## src/rtl/fishing_pkg.sv

```systemverilog
// Shared types and geometry constants for the fishing hook/line controller.
// Positions are in 0.1-pixel units; rows are in whole pixels.
package fishing_pkg;

  localparam int POS_W = 14;
  localparam int ROW_W = 10;

  localparam logic [POS_W-1:0] HOOK_X    = 14'd2790;
  localparam logic [POS_W-1:0] TOP_V     = 14'd620;
  localparam logic [POS_W-1:0] MAX_V     = 14'd4500;
  localparam logic [POS_W-1:0] BOTTOM_V  = 14'd4800;
  localparam logic [POS_W-1:0] DROP_STEP = 14'd20;
  localparam logic [POS_W-1:0] REEL_STEP = 14'd30;
  localparam logic [POS_W-1:0] SINK_STEP = 14'd40;

  localparam logic [ROW_W-1:0] TOP_ROW      = 10'd62;
  localparam logic [ROW_W-1:0] RETRACT_STEP = 10'd3;

  localparam logic signed [7:0] SWAY_AMP = 8'sd30;

  typedef enum logic [2:0] {
    ST_IDLE    = 3'd0,
    ST_DROP    = 3'd1,
    ST_HOLD    = 3'd2,
    ST_REEL    = 3'd3,
    ST_SINK    = 3'd4,
    ST_RETRACT = 3'd5
  } hook_state_t;

endpackage

```

## src/rtl/hook_controller_if.sv

```systemverilog
// Button/game-logic inputs and hook geometry outputs of the hook controller.
// master = game logic side, slave = the controller.
interface hook_controller_if;
  logic                           frame_tick;
  logic                           drop_btn;
  logic                           reel_btn;
  logic                           line_break;
  logic [fishing_pkg::POS_W-1:0]  h_position;
  logic [fishing_pkg::POS_W-1:0]  v_position;
  logic                           cut;
  logic [fishing_pkg::ROW_W-1:0]  cut_v;
  logic                           busy;
  logic                           reel_done;

  modport master (
    output frame_tick, drop_btn, reel_btn, line_break,
    input  h_position, v_position, cut, cut_v, busy, reel_done
  );

  modport slave (
    input  frame_tick, drop_btn, reel_btn, line_break,
    output h_position, v_position, cut, cut_v, busy, reel_done
  );
endinterface

```

## src/rtl/div_by_10.sv

```systemverilog
// Combinational divide-by-10 turning a 0.1-px position into a pixel row.
// Shared with the colour path; results above the row width are truncated.
module div_by_10
  import fishing_pkg::*;
(
  input  logic [POS_W-1:0] dividend,
  output logic [ROW_W-1:0] quotient
);

  assign quotient = ROW_W'(dividend / POS_W'(10));

endmodule

```

## src/rtl/hook_controller.sv

```systemverilog
// Fishing-line cast/reel/break state machine producing hook and line geometry.
// Define HOOK_SWAY_EN to add a triangular horizontal sway in HOLD and SINK.
module hook_controller
  import fishing_pkg::*;
(
  input  logic             clk,
  input  logic             rst_n,
  hook_controller_if.slave hook
);

  hook_state_t      state_reg;
  logic [POS_W-1:0] v_reg;
  logic             cut_reg;
  logic [ROW_W-1:0] cut_v_reg;
  logic             busy_reg;
  logic             reel_done_reg;
  logic [ROW_W-1:0] v_row;

  logic             break_take;
  logic             tick_take;
  logic [POS_W-1:0] drop_sum;
  logic [POS_W-1:0] sink_sum;
  logic             drop_last;
  logic             reel_last;
  logic             sink_last;
  logic             retract_last;

  div_by_10 u_div (
    .dividend (v_reg),
    .quotient (v_row)
  );

  // A break needs no tick and pre-empts any step on the same cycle.
  assign break_take = hook.line_break &&
                      (state_reg == ST_DROP || state_reg == ST_HOLD || state_reg == ST_REEL);
  assign tick_take  = hook.frame_tick && !break_take;

  assign drop_sum     = v_reg + DROP_STEP;
  assign sink_sum     = v_reg + SINK_STEP;
  assign drop_last    = drop_sum >= MAX_V;
  assign reel_last    = v_reg <= TOP_V + REEL_STEP;
  assign sink_last    = sink_sum >= BOTTOM_V;
  assign retract_last = cut_v_reg <= TOP_ROW + RETRACT_STEP;

  always_ff @(posedge clk or negedge rst_n) begin
    if (!rst_n) begin
      state_reg     <= ST_IDLE;
      v_reg         <= TOP_V;
      cut_reg       <= 1'b0;
      cut_v_reg     <= TOP_ROW;
      busy_reg      <= 1'b0;
      reel_done_reg <= 1'b0;
    end else begin
      reel_done_reg <= 1'b0;
      if (break_take) begin
        cut_reg   <= 1'b1;
        cut_v_reg <= v_row;
        state_reg <= ST_SINK;
      end else if (tick_take) begin
        case (state_reg)
          ST_IDLE: begin
            if (hook.drop_btn) begin
              state_reg <= ST_DROP;
              busy_reg  <= 1'b1;
            end
          end
          ST_DROP: begin
            if (hook.reel_btn) begin
              state_reg <= ST_REEL;
            end else if (drop_last) begin
              v_reg     <= MAX_V;
              state_reg <= ST_HOLD;
            end else begin
              v_reg <= drop_sum;
            end
          end
          ST_HOLD: begin
            if (hook.reel_btn) state_reg <= ST_REEL;
          end
          ST_REEL: begin
            if (reel_last) begin
              v_reg         <= TOP_V;
              state_reg     <= ST_IDLE;
              busy_reg      <= 1'b0;
              reel_done_reg <= 1'b1;
            end else begin
              v_reg <= v_reg - REEL_STEP;
            end
          end
          ST_SINK: begin
            if (sink_last) begin
              v_reg     <= BOTTOM_V;
              state_reg <= ST_RETRACT;
            end else begin
              v_reg <= sink_sum;
            end
          end
          ST_RETRACT: begin
            // The line end rests one tick at the top row before the hook respawns.
            if (cut_v_reg == TOP_ROW) begin
              state_reg <= ST_IDLE;
              busy_reg  <= 1'b0;
              cut_reg   <= 1'b0;
              v_reg     <= TOP_V;
              cut_v_reg <= TOP_ROW;
            end else if (retract_last) begin
              cut_v_reg <= TOP_ROW;
            end else begin
              cut_v_reg <= cut_v_reg - RETRACT_STEP;
            end
          end
          default: begin
            state_reg <= ST_IDLE;
            busy_reg  <= 1'b0;
          end
        endcase
      end
    end
  end

`ifdef HOOK_SWAY_EN
  logic signed [7:0] sway_reg;
  logic signed [7:0] sway_next;
  logic              sway_up_reg;
  logic              sway_up_next;
  logic              sway_run;
  logic [POS_W-1:0]  h_reg;

  // Sway only advances on ticks that leave the hook in HOLD or SINK.
  assign sway_run = tick_take &&
                    ((state_reg == ST_HOLD && !hook.reel_btn) ||
                     (state_reg == ST_SINK && !sink_last));

  always_comb begin
    sway_next    = sway_reg;
    sway_up_next = sway_up_reg;
    if (sway_run) begin
      if (sway_up_reg) begin
        if (sway_reg == SWAY_AMP) sway_up_next = 1'b0;
        else                      sway_next    = sway_reg + 8'sd1;
      end else begin
        if (sway_reg == -SWAY_AMP) sway_up_next = 1'b1;
        else                       sway_next    = sway_reg - 8'sd1;
      end
    end else if (tick_take) begin
      sway_next    = 8'sd0;
      sway_up_next = 1'b1;
    end
  end

  always_ff @(posedge clk or negedge rst_n) begin
    if (!rst_n) begin
      sway_reg    <= 8'sd0;
      sway_up_reg <= 1'b1;
      h_reg       <= HOOK_X;
    end else begin
      sway_reg    <= sway_next;
      sway_up_reg <= sway_up_next;
      h_reg       <= HOOK_X + {{(POS_W-8){sway_next[7]}}, sway_next};
    end
  end

  assign hook.h_position = h_reg;
`else
  assign hook.h_position = HOOK_X;
`endif

  assign hook.v_position = v_reg;
  assign hook.cut        = cut_reg;
  assign hook.cut_v      = cut_v_reg;
  assign hook.busy       = busy_reg;
  assign hook.reel_done  = reel_done_reg;

endmodule
```

## src/flat_wrapper.sv

```systemverilog
// flat-port wrapper written by rule: the top's interface ports become plain ports
module hook_controller_flat import fishing_pkg::*;
  (clk, rst_n, hook_frame_tick, hook_drop_btn, hook_reel_btn, hook_line_break, hook_h_position, hook_v_position, hook_cut, hook_cut_v, hook_busy, hook_reel_done);
  hook_controller_if hook_i ();
  input  logic clk;
  input  logic rst_n;
  input wire logic [$bits(hook_i.frame_tick)-1:0] hook_frame_tick;
  input wire logic [$bits(hook_i.drop_btn)-1:0] hook_drop_btn;
  input wire logic [$bits(hook_i.reel_btn)-1:0] hook_reel_btn;
  input wire logic [$bits(hook_i.line_break)-1:0] hook_line_break;
  output wire logic [$bits(hook_i.h_position)-1:0] hook_h_position;
  output wire logic [$bits(hook_i.v_position)-1:0] hook_v_position;
  output wire logic [$bits(hook_i.cut)-1:0] hook_cut;
  output wire logic [$bits(hook_i.cut_v)-1:0] hook_cut_v;
  output wire logic [$bits(hook_i.busy)-1:0] hook_busy;
  output wire logic [$bits(hook_i.reel_done)-1:0] hook_reel_done;
  assign hook_i.frame_tick = hook_frame_tick;
  assign hook_i.drop_btn = hook_drop_btn;
  assign hook_i.reel_btn = hook_reel_btn;
  assign hook_i.line_break = hook_line_break;
  assign hook_h_position = hook_i.h_position;
  assign hook_v_position = hook_i.v_position;
  assign hook_cut = hook_i.cut;
  assign hook_cut_v = hook_i.cut_v;
  assign hook_busy = hook_i.busy;
  assign hook_reel_done = hook_i.reel_done;
  hook_controller u_core (.clk(clk), .rst_n(rst_n), .hook(hook_i));
endmodule
```

## config.mk

```make
export PLATFORM = sky130hd
export DESIGN_NAME = hook_controller_flat
export DESIGN_NICKNAME = d
export VERILOG_FILES = /design/src/rtl/fishing_pkg.sv /design/src/rtl/hook_controller_if.sv /design/src/rtl/div_by_10.sv /design/src/rtl/hook_controller.sv /design/src/flat_wrapper.sv
export SDC_FILE = /design/constraint.sdc
export NUM_CORES = 1
export LEC_CHECK = 0
export BUFFER_PORTS_ARGS = -buffer_cell sky130_fd_sc_hd__buf_2
export CAP_MARGIN = 20
export CORE_ASPECT_RATIO = 1.1
export CORE_MARGIN = 3
export CORE_UTILIZATION = 42
export DETAILED_ROUTE_END_ITERATION = 7
export GPL_ROUTABILITY_DRIVEN = 1
export PLACE_DENSITY = 0.59
export SYNTH_ARGS = -nofsm -noshare
export SYNTH_HDL_FRONTEND = slang
export SYNTH_HIERARCHICAL = 1
export SYNTH_SLANG_ARGS = --single-unit
```

## constraint.sdc

```tcl
create_clock -name clk -period 8.6 [get_ports clk]
set_clock_uncertainty 0.15 [all_clocks]
set_input_delay 0.43 -clock clk [delete_from_list [all_inputs] [get_ports clk]]
set_output_delay 0.43 -clock clk [all_outputs]
set_load 0.05 [all_outputs]
```

==> metrics.md, run 1 <==
| Metric | Value |
|---|---|
| Final Hold Fails | `0` |
| Count leader, synth | `o21ai_0` |
| Slew Viols, Final | `0` |
| Result of the run | `complete, no violations` |
| Number of unique standard cell types used by synthesis | `98` |
| Clock latency on the worst-skew pair | `0.29 ns` |
| DRC Markers | `0` |
| Crit path DAT | `5.35 ns` |
| Synth Flop Type | `dfrtp_1` |
| Setup crit end | `u_core/hook.cut_v[0]` |
| Relative slew slack | `20.3%` |
| F_max | `188 MHz` |
| Initial antenna violation count | `0` |
| Setup CP Type | `register to register` |
| Syn. warnings | `6` |
| Syn-to-layout area delta | `2.40%` |
| R2R Path Start | `u_core/hook.v_position[12]` |
| DR WL/cell | `17.9 um` |
| FF-to-FF path depth | `14` |
| WP data required | `8.62 ns` |
| Congestion Overflow GR | `0` |
| Die Span X | `103 um` |
| Fill cells | `1013` |
| Clock sinks | `29` |
| Sum Neg Setup Slack | `0 ns` |
| Layout Nets | `596` |
| Final setup vio count | `0` |
| Yosys reg bits | `29` |
| RSZ-0062 raised after global routing | `false` |
| Routed wire length | `12500 um` |
| Row count | `38` |
| CTS tree | `yes` |
| # hold bufs at CTS | `0` |
| Slew @ Worst Pin | `1.20 ns` |
| Mean Syn Cell Area | `7.42 um^2` |
| Max FFs per register | `13` |
| Global Route Usage Sum | `21.4%` |
| Antenna-violating nets left | `0` |
| Die area | `11600 um^2` |
| Area contributors post-synth | `dfrtp_1, dfstp_2, o21ai_0` |
| Routed vias/inst | `6.42` |
| H-tree depth | `2` |
| Post-Synthesis Cells | `584` |
| Commonest cells in the netlist | `o21ai_0, nand2_1, nor2_1` |
| Final Cycle Share | `62.0%` |
| Endpoint type of the worst setup path | `register` |
| 1st-pass router iterations | `6` |
| First-pass GRT wire length | `20300 um` |
| Crit path from | `u_core/hook.v_position[12]` |
| Initial drt markers | `420` |
| Max cap viols | `0` |
| Reg2reg setup slack | `3.27 ns` |
| CTS Buffer Depth | `2` |
| Synth Cell Area | `4340 um^2` |
| Clock-pin slew on the worst setup and hold paths | `0.07 ns` |
| EDFF count, synth | `0` |
| Footprint of the multi-input gates | `3180 um^2` |
| Core Region | `9980 um^2` |
| Starting Density | `43.4%` |
| Global placement routability congestion | `0.914` |
| Post-CTS sizing | `0` |
| CTS Buf Count | `5` |
| FFs w/ async S/R, synth | `100%` |
| Total number of vias | `4497` |
| Top-area cell type share of the netlist area | `11.0%` |
| Buffers on Ports | `31` |
| Final critical-path required period | `5.33 ns` |
| # diodes | `0` |
| Clock root buffer | `clkbuf_8` |
| Post-CTS Setup Bufs | `0` |
| Vias in the first global route | `4098` |
| Hold WC Path Type | `primary input to async pin` |
| DP Wirelength | `8750 um` |
| Register area share after synthesis | `17.0%` |
| Pin count of the biggest net entering global routing | `41` |
| Critical Path Source Type | `register` |
| Share of post-route cells with drive strength above 1 | `15.2%` |
| Yosys top cell by area | `dfrtp_1` |
| Reg-to-Reg End | `u_core/hook.cut_v[0]` |
| IO Pins | `47` |
| FF+latch area | `738 um^2` |
| DIE HEIGHT | `113 um` |
| Critical path peak fanout | `27` |
[layout by cell type (no fill, tap or decap), drive strengths merged, types with 7 or more instances in the layout]
| cell type | count |
|---|---|
| o21ai | 60 |
| nand2 | 49 |
| nor2 | 44 |
| buf | 37 |
| a21oi | 33 |
| nand3 | 25 |
| inv | 22 |
| nor3 | 21 |
| dfrtp | 19 |
| xnor2 | 17 |
| conb | 15 |
| a31oi | 12 |
| ha | 11 |
| and3 | 10 |
| xor2 | 10 |
| dfstp | 10 |
| a211oi | 8 |
| nand4 | 8 |
| nor4 | 8 |
| o21a | 8 |
| o211ai | 8 |
| nand2b | 7 |
| and2 | 7 |
| or3 | 7 |
[worst min path at each step]
stage | from | to | slack [ns] | cells past startpoint
CTS | rst_n | u_core/hook.v_position[11] | 0.06 | 1
floorplan | rst_n | u_core/hook.busy | -0.02 | 0
detailed placement | rst_n | u_core/state_reg[0] | 0.37 | 1
global route | rst_n | u_core/state_reg[0] | 0.08 | 1
global placement | u_core/hook.cut | u_core/hook.cut | 0.35 | 2
finish | rst_n | u_core/hook.v_position[11] | 0.03 | 1
[critical path, cell delays in order, from the launching register on]
cell	delay, ns
dfrtp_1	0.85
nor2b_1	0.43
xnor2_1	0.14
a221oi_2	0.99
nand3_1	0.36
a2111o_1	0.60
nand2_4	0.13
inv_4	0.05
or4_4	0.53
o2bb2ai_2	0.18
mux2_2	0.28
a221oi_1	0.29
o21ai_1	0.09
nand2_1	0.05
o21ai_0	0.07
[per-stage QoR]
stage	setup slack, ns	area [um^2]	util (%)	cells	hold slack [ns]
final	3.27	4440	44.5	700	0.0342
after global placement	3.51	4360	43.6	692	0.346
after CTS	3.31	4440	44.5	700	0.0611
after global routing	2.93	4440	44.5	700	0.0755
after floorplan	4.11	4380	-	597	-0.0156
after detailed placement	3.35	4360	43.6	692	0.367
[logic make-up (layout without fill, tap and decap cells)]
group | count (synthesis) | count (layout) | synth area share (%)
AOI/OAI and AO/OA | 201 | 201 | 33.4
xor gates and xnor gates | 27 | 27 | 5.45
adders and majority gates | 12 | 12 | 3.43
buffers and inverters | 86 | 69 | 10.9
DFF | 29 | 29 | 17.0
muxes | 5 | 5 | 1.18
other | 2 | 15 | 0.173
and+or+nand+nor | 222 | 222 | 28.5
[cell type report]
type,instances,share of cell area (%)
clock buffers,6,1.63
clock inverters,2,0.225
inverters,24,2.09
multi-input cells,482,71.5
flip-flops and latches,29,16.6
well taps,120,3.38
repair buffers,37,4.51
[routing by layer]
layer	vias to the layer above	part of all wire [%]	GRT usage, %
li1	2151	-	-
met1	2171	43	28.0
met2	155	50	36.6
met3	20	4.4	2.11
met4	0	1.7	6.48
met5	-	0	0
Power of run 1 is left out: the tool's default activity adds up to more than one toggle a clock period on the data nets, which glitch-free logic cannot reach.
==> run 2, diff against run 1 <==
ABC_AREA = 1   (was default)
PLACE_DENSITY = 0.62   (was 0.59)
clock period = 4.5 ns   (was 8.6 ns; I/O delays follow)
==> run 2 against run 1 <==
Net effect:
- cell count rose by 12%
- via count down 12%
- sequential share of layout area increased by 0.74 points
- critical path type unchanged
- highest routed layer unchanged
==> metrics.md, run 2 <==
| Metric | Value |
|---|---|
| Crit path DAT | `4.10 ns (-1.25 ns)` |
| Final setup vio count | `0 (unchanged)` |
| DRC Markers | `0 (unchanged)` |
| Crit path from | `u_core/hook.v_position[12]` |
| Final Instance Count excl. Fillers | `783 (+12%)` |
| Initial antenna violation count | `0 (unchanged)` |
| DR WL/cell | `13.6 um (-24%)` |
| Final core utilization | `47.7% (+3.2 points)` |
| EDFF count, synth | `0 (unchanged)` |
| Sum Neg Setup Slack | `0 ns (unchanged)` |
| Starting Density | `43.6% (+0.17 points)` |
| Fill cells | `960 (-5.2%)` |
| Total number of vias | `3968 (-12%)` |
| Worst hold slack | `0.147 ns (+0.112 ns)` |
| First-pass GRT wire length | `17600 um (-14%)` |
| DP Wirelength | `8270 um (-5.4%)` |
| Synth Cell Area | `3910 um^2 (-9.9%)` |
| Top-area cell type share of the netlist area | `17.2% (+6.2 points)` |
| R2R Path Start | `u_core/hook.v_position[12]` |
| Antenna-violating nets left | `0 (unchanged)` |
| Synth Area in XOR/XNOR | `5.80% (+0.34 points)` |
| Yosys top cell by area | `nand2_1` |
| Final Cycle Share | `90.6% (+29 points)` |
| Relative slew slack | `37.7% (+17 points)` |
| Core Region | `8960 um^2 (-10%)` |
| Commonest cells in the netlist | `nand2_1, inv_1, nand3_1` |
| Dpl cells | `767 (+11%)` |
| IO Pins | `47 (unchanged)` |
| Die area | `10500 um^2 (-9.3%)` |
| Max cap viols | `0 (unchanged)` |
| Area share of fa/ha/maj cells after synthesis | `3.52% (+0.088 points)` |
| Hold WC Path Type | `primary input to register` |
| Area contributors post-synth | `nand2_1, dfrtp_1, nand3_1` |
| Congestion Overflow GR | `0 (unchanged)` |
| Global placement routability congestion | `0.896 (-1.9%)` |
| Synth Flop Type | `dfrtp_1` |
| Clock sinks | `29 (unchanged)` |
| CP Depth | `36 (+22)` |
| Critical path peak fanout | `7 (-74%)` |
| Largest family of logic cells by synthesized area | `simple AND/OR/NAND/NOR gates` |
| Post-synthesis mux area share | `0% (-1.2 points)` |
| Simple logic cell fraction of the synthesized area | `47.6% (+19 points)` |
| Register area share after synthesis | `18.9% (+1.9 points)` |
| F_max | `245 MHz (+31%)` |
| Hold depth | `3` |
| Slowest cell delay on critical path | `0.45 ns (-0.54 ns)` |
| Worst hold start | `hook_frame_tick` |
| Syn-to-layout area delta | `9.35%` |
| Mean Syn Cell Area | `6.20 um^2 (-16%)` |
| Yosys reg bits | `29 (unchanged)` |
| Endpoint type of the worst setup path | `register` |
| DIE HEIGHT | `107 um (-4.8%)` |
| Max FFs per register | `13 (unchanged)` |
| Count leader, synth | `nand2_1` |
| Clock latency on the worst-skew pair | `0.30 ns (about the same)` |
| Slew @ Worst Pin | `0.932 ns (-0.264 ns)` |
| Clock root buffer | `clkbuf_8` |
| Clock-pin slew on the worst setup and hold paths | `0.07 ns (about the same)` |
| CTS tree | `yes` |
| WP data required | `4.52 ns (-4.10 ns)` |
| Die Span X | `98.0 um (-4.8%)` |
| Compound-Gate Fraction of Synth Area | `10.1% (-23 points)` |
| Most common cell after layout, fill and taps aside | `nand2_1` |
| Number of unique standard cell types used by synthesis | `45 (-54%)` |
| Routed vias/inst | `5.07 (-21%)` |
| Commonest cells after routing, fill and taps aside | `nand2_1, inv_1, nand3_1, nor2_1, buf_2` |
| Share of post-route cells with drive strength above 1 | `22.0% (+6.8 points)` |
| Cell family with most CP delay | `simple AND/OR/NAND/NOR gates` |
| Buffers on Ports | `31 (unchanged)` |
| Setup CP Type | `register to register` |
| Row count | `36 (-5.3%)` |
| Slowest library cell on the worst path | `dfrtp_2` |
| Layout Nets | `685 (+15%)` |
| Global Route Usage Sum | `20.2% (-1.1 points)` |
| H-tree depth | `2 (unchanged)` |
| CTS Buffer Depth | `2 (unchanged)` |
| Result of the run | `complete, no violations` |
| Slew Viols, Final | `0 (unchanged)` |
| Pin count of the biggest net entering global routing | `30 (-27%)` |
| FFs w/ async S/R, synth | `100% (unchanged)` |
| Initial drt markers | `172 (-59%)` |
| Post-Synthesis Cells | `630 (+7.9%)` |
| Critical Path Source Type | `register` |
| Critical Path Most Common Cell | `nand2_1` |
| Final Hold Fails | `0 (unchanged)` |
| # diodes | `0 (unchanged)` |
| CTS Buf Count | `5 (unchanged)` |
| 1st-pass router iterations | `4 (-2)` |
| FF-to-FF path depth | `36 (+22)` |
| Final critical-path required period | `4.08 ns (-1.25 ns)` |
| Routed wire length | `10600 um (-15%)` |
| Vias in the first global route | `3860 (-5.8%)` |
| WP buf/inv | `4 (+3)` |
| Syn. warnings | `6 (unchanged)` |
run 2: cell count changes in the layout (fill, tap and decap cells not counted), sizes merged, moves of 12 or more:
cell | previous run | this run
xnor2 | 17 | 1
inv | 22 | 89
nand4 | 8 | 20
a21oi | 33 | 16
nor2 | 44 | 59
a31oi | 12 | 0
o21ai | 60 | 31
nand3 | 25 | 74
nand2 | 49 | 215
nor3 | 21 | 8
xor2 | 10 | 24
run 2: worst paths after layout:
path                                              endpoint  slack (ns)
worst max-delay path                  u_core/hook.cut_v[0]        0.42
worst min register to register         u_core/state_reg[2]        0.36
worst max register to register        u_core/hook.cut_v[0]        0.42
worst min-delay path                 u_core/hook.reel_done        0.15
min in group asynchronous             u_core/hook.cut_v[7]        0.35
max in group asynchronous       u_core/hook.v_position[13]        3.36
run 2: what timing repair did:
item	in CTS	in global routing
endpoints found under the hold margin	19	0
setup buffers	0	7
gates resized for setup	0	11
hold buffers	1	0
endpoints found under the setup margin	0	2
run 2: area by class of cell:
class	instances	area (um^2)	share of cell area, %
flip-flops and latches	29	742	17.4
multi-input cells	497	2700	63.1
inverters	92	360	8.43
well taps	114	143	3.34
clock buffers	6	72.6	1.70
clock inverters	2	10.0	0.234
repair buffers	43	248	5.80
run 2: metrics by stage:
| stage | worst slack [ns] | instance area (um^2) |
|---|---|---|
| final | 0.422 | 4270 |
| after global placement | 0.431 | 4100 |
| after detailed placement | 0.282 | 4100 |
| after floorplan | 0.368 | 3960 |
| after global routing | -0.0167 | 4270 |
| after CTS | 0.247 | 4190 |
run 2: cell families after synthesis:
logic type / after synthesis
other cells: 2
xor+xnor: 25
simple gates: 383
fa+ha+maj: 11
flops: 29
compound gates: 63
buf+inv: 117
run 2: layer usage:
layer / vias to the layer above / wire length (um) / track usage (%)
li1: 2065 / - / -
met3: 14 / 293 / 2.41
met1: 1831 / 4600 / 24.2
met5: - / 0 / 0
met2: 58 / 5560 / 36.9
met4: 0 / 174 / 7.52
run 2: worst reg2reg max path: cells and delay by family, from the launching register on:
| kind | cells | cell delay (ns) |
|---|---|---|
| compound gates | 4 | 0.57 |
| buf+inv | 4 | 0.38 |
| flops | 1 | 0.45 |
| simple gates | 28 | 2.38 |
Power of run 2 is left out for the same reason.
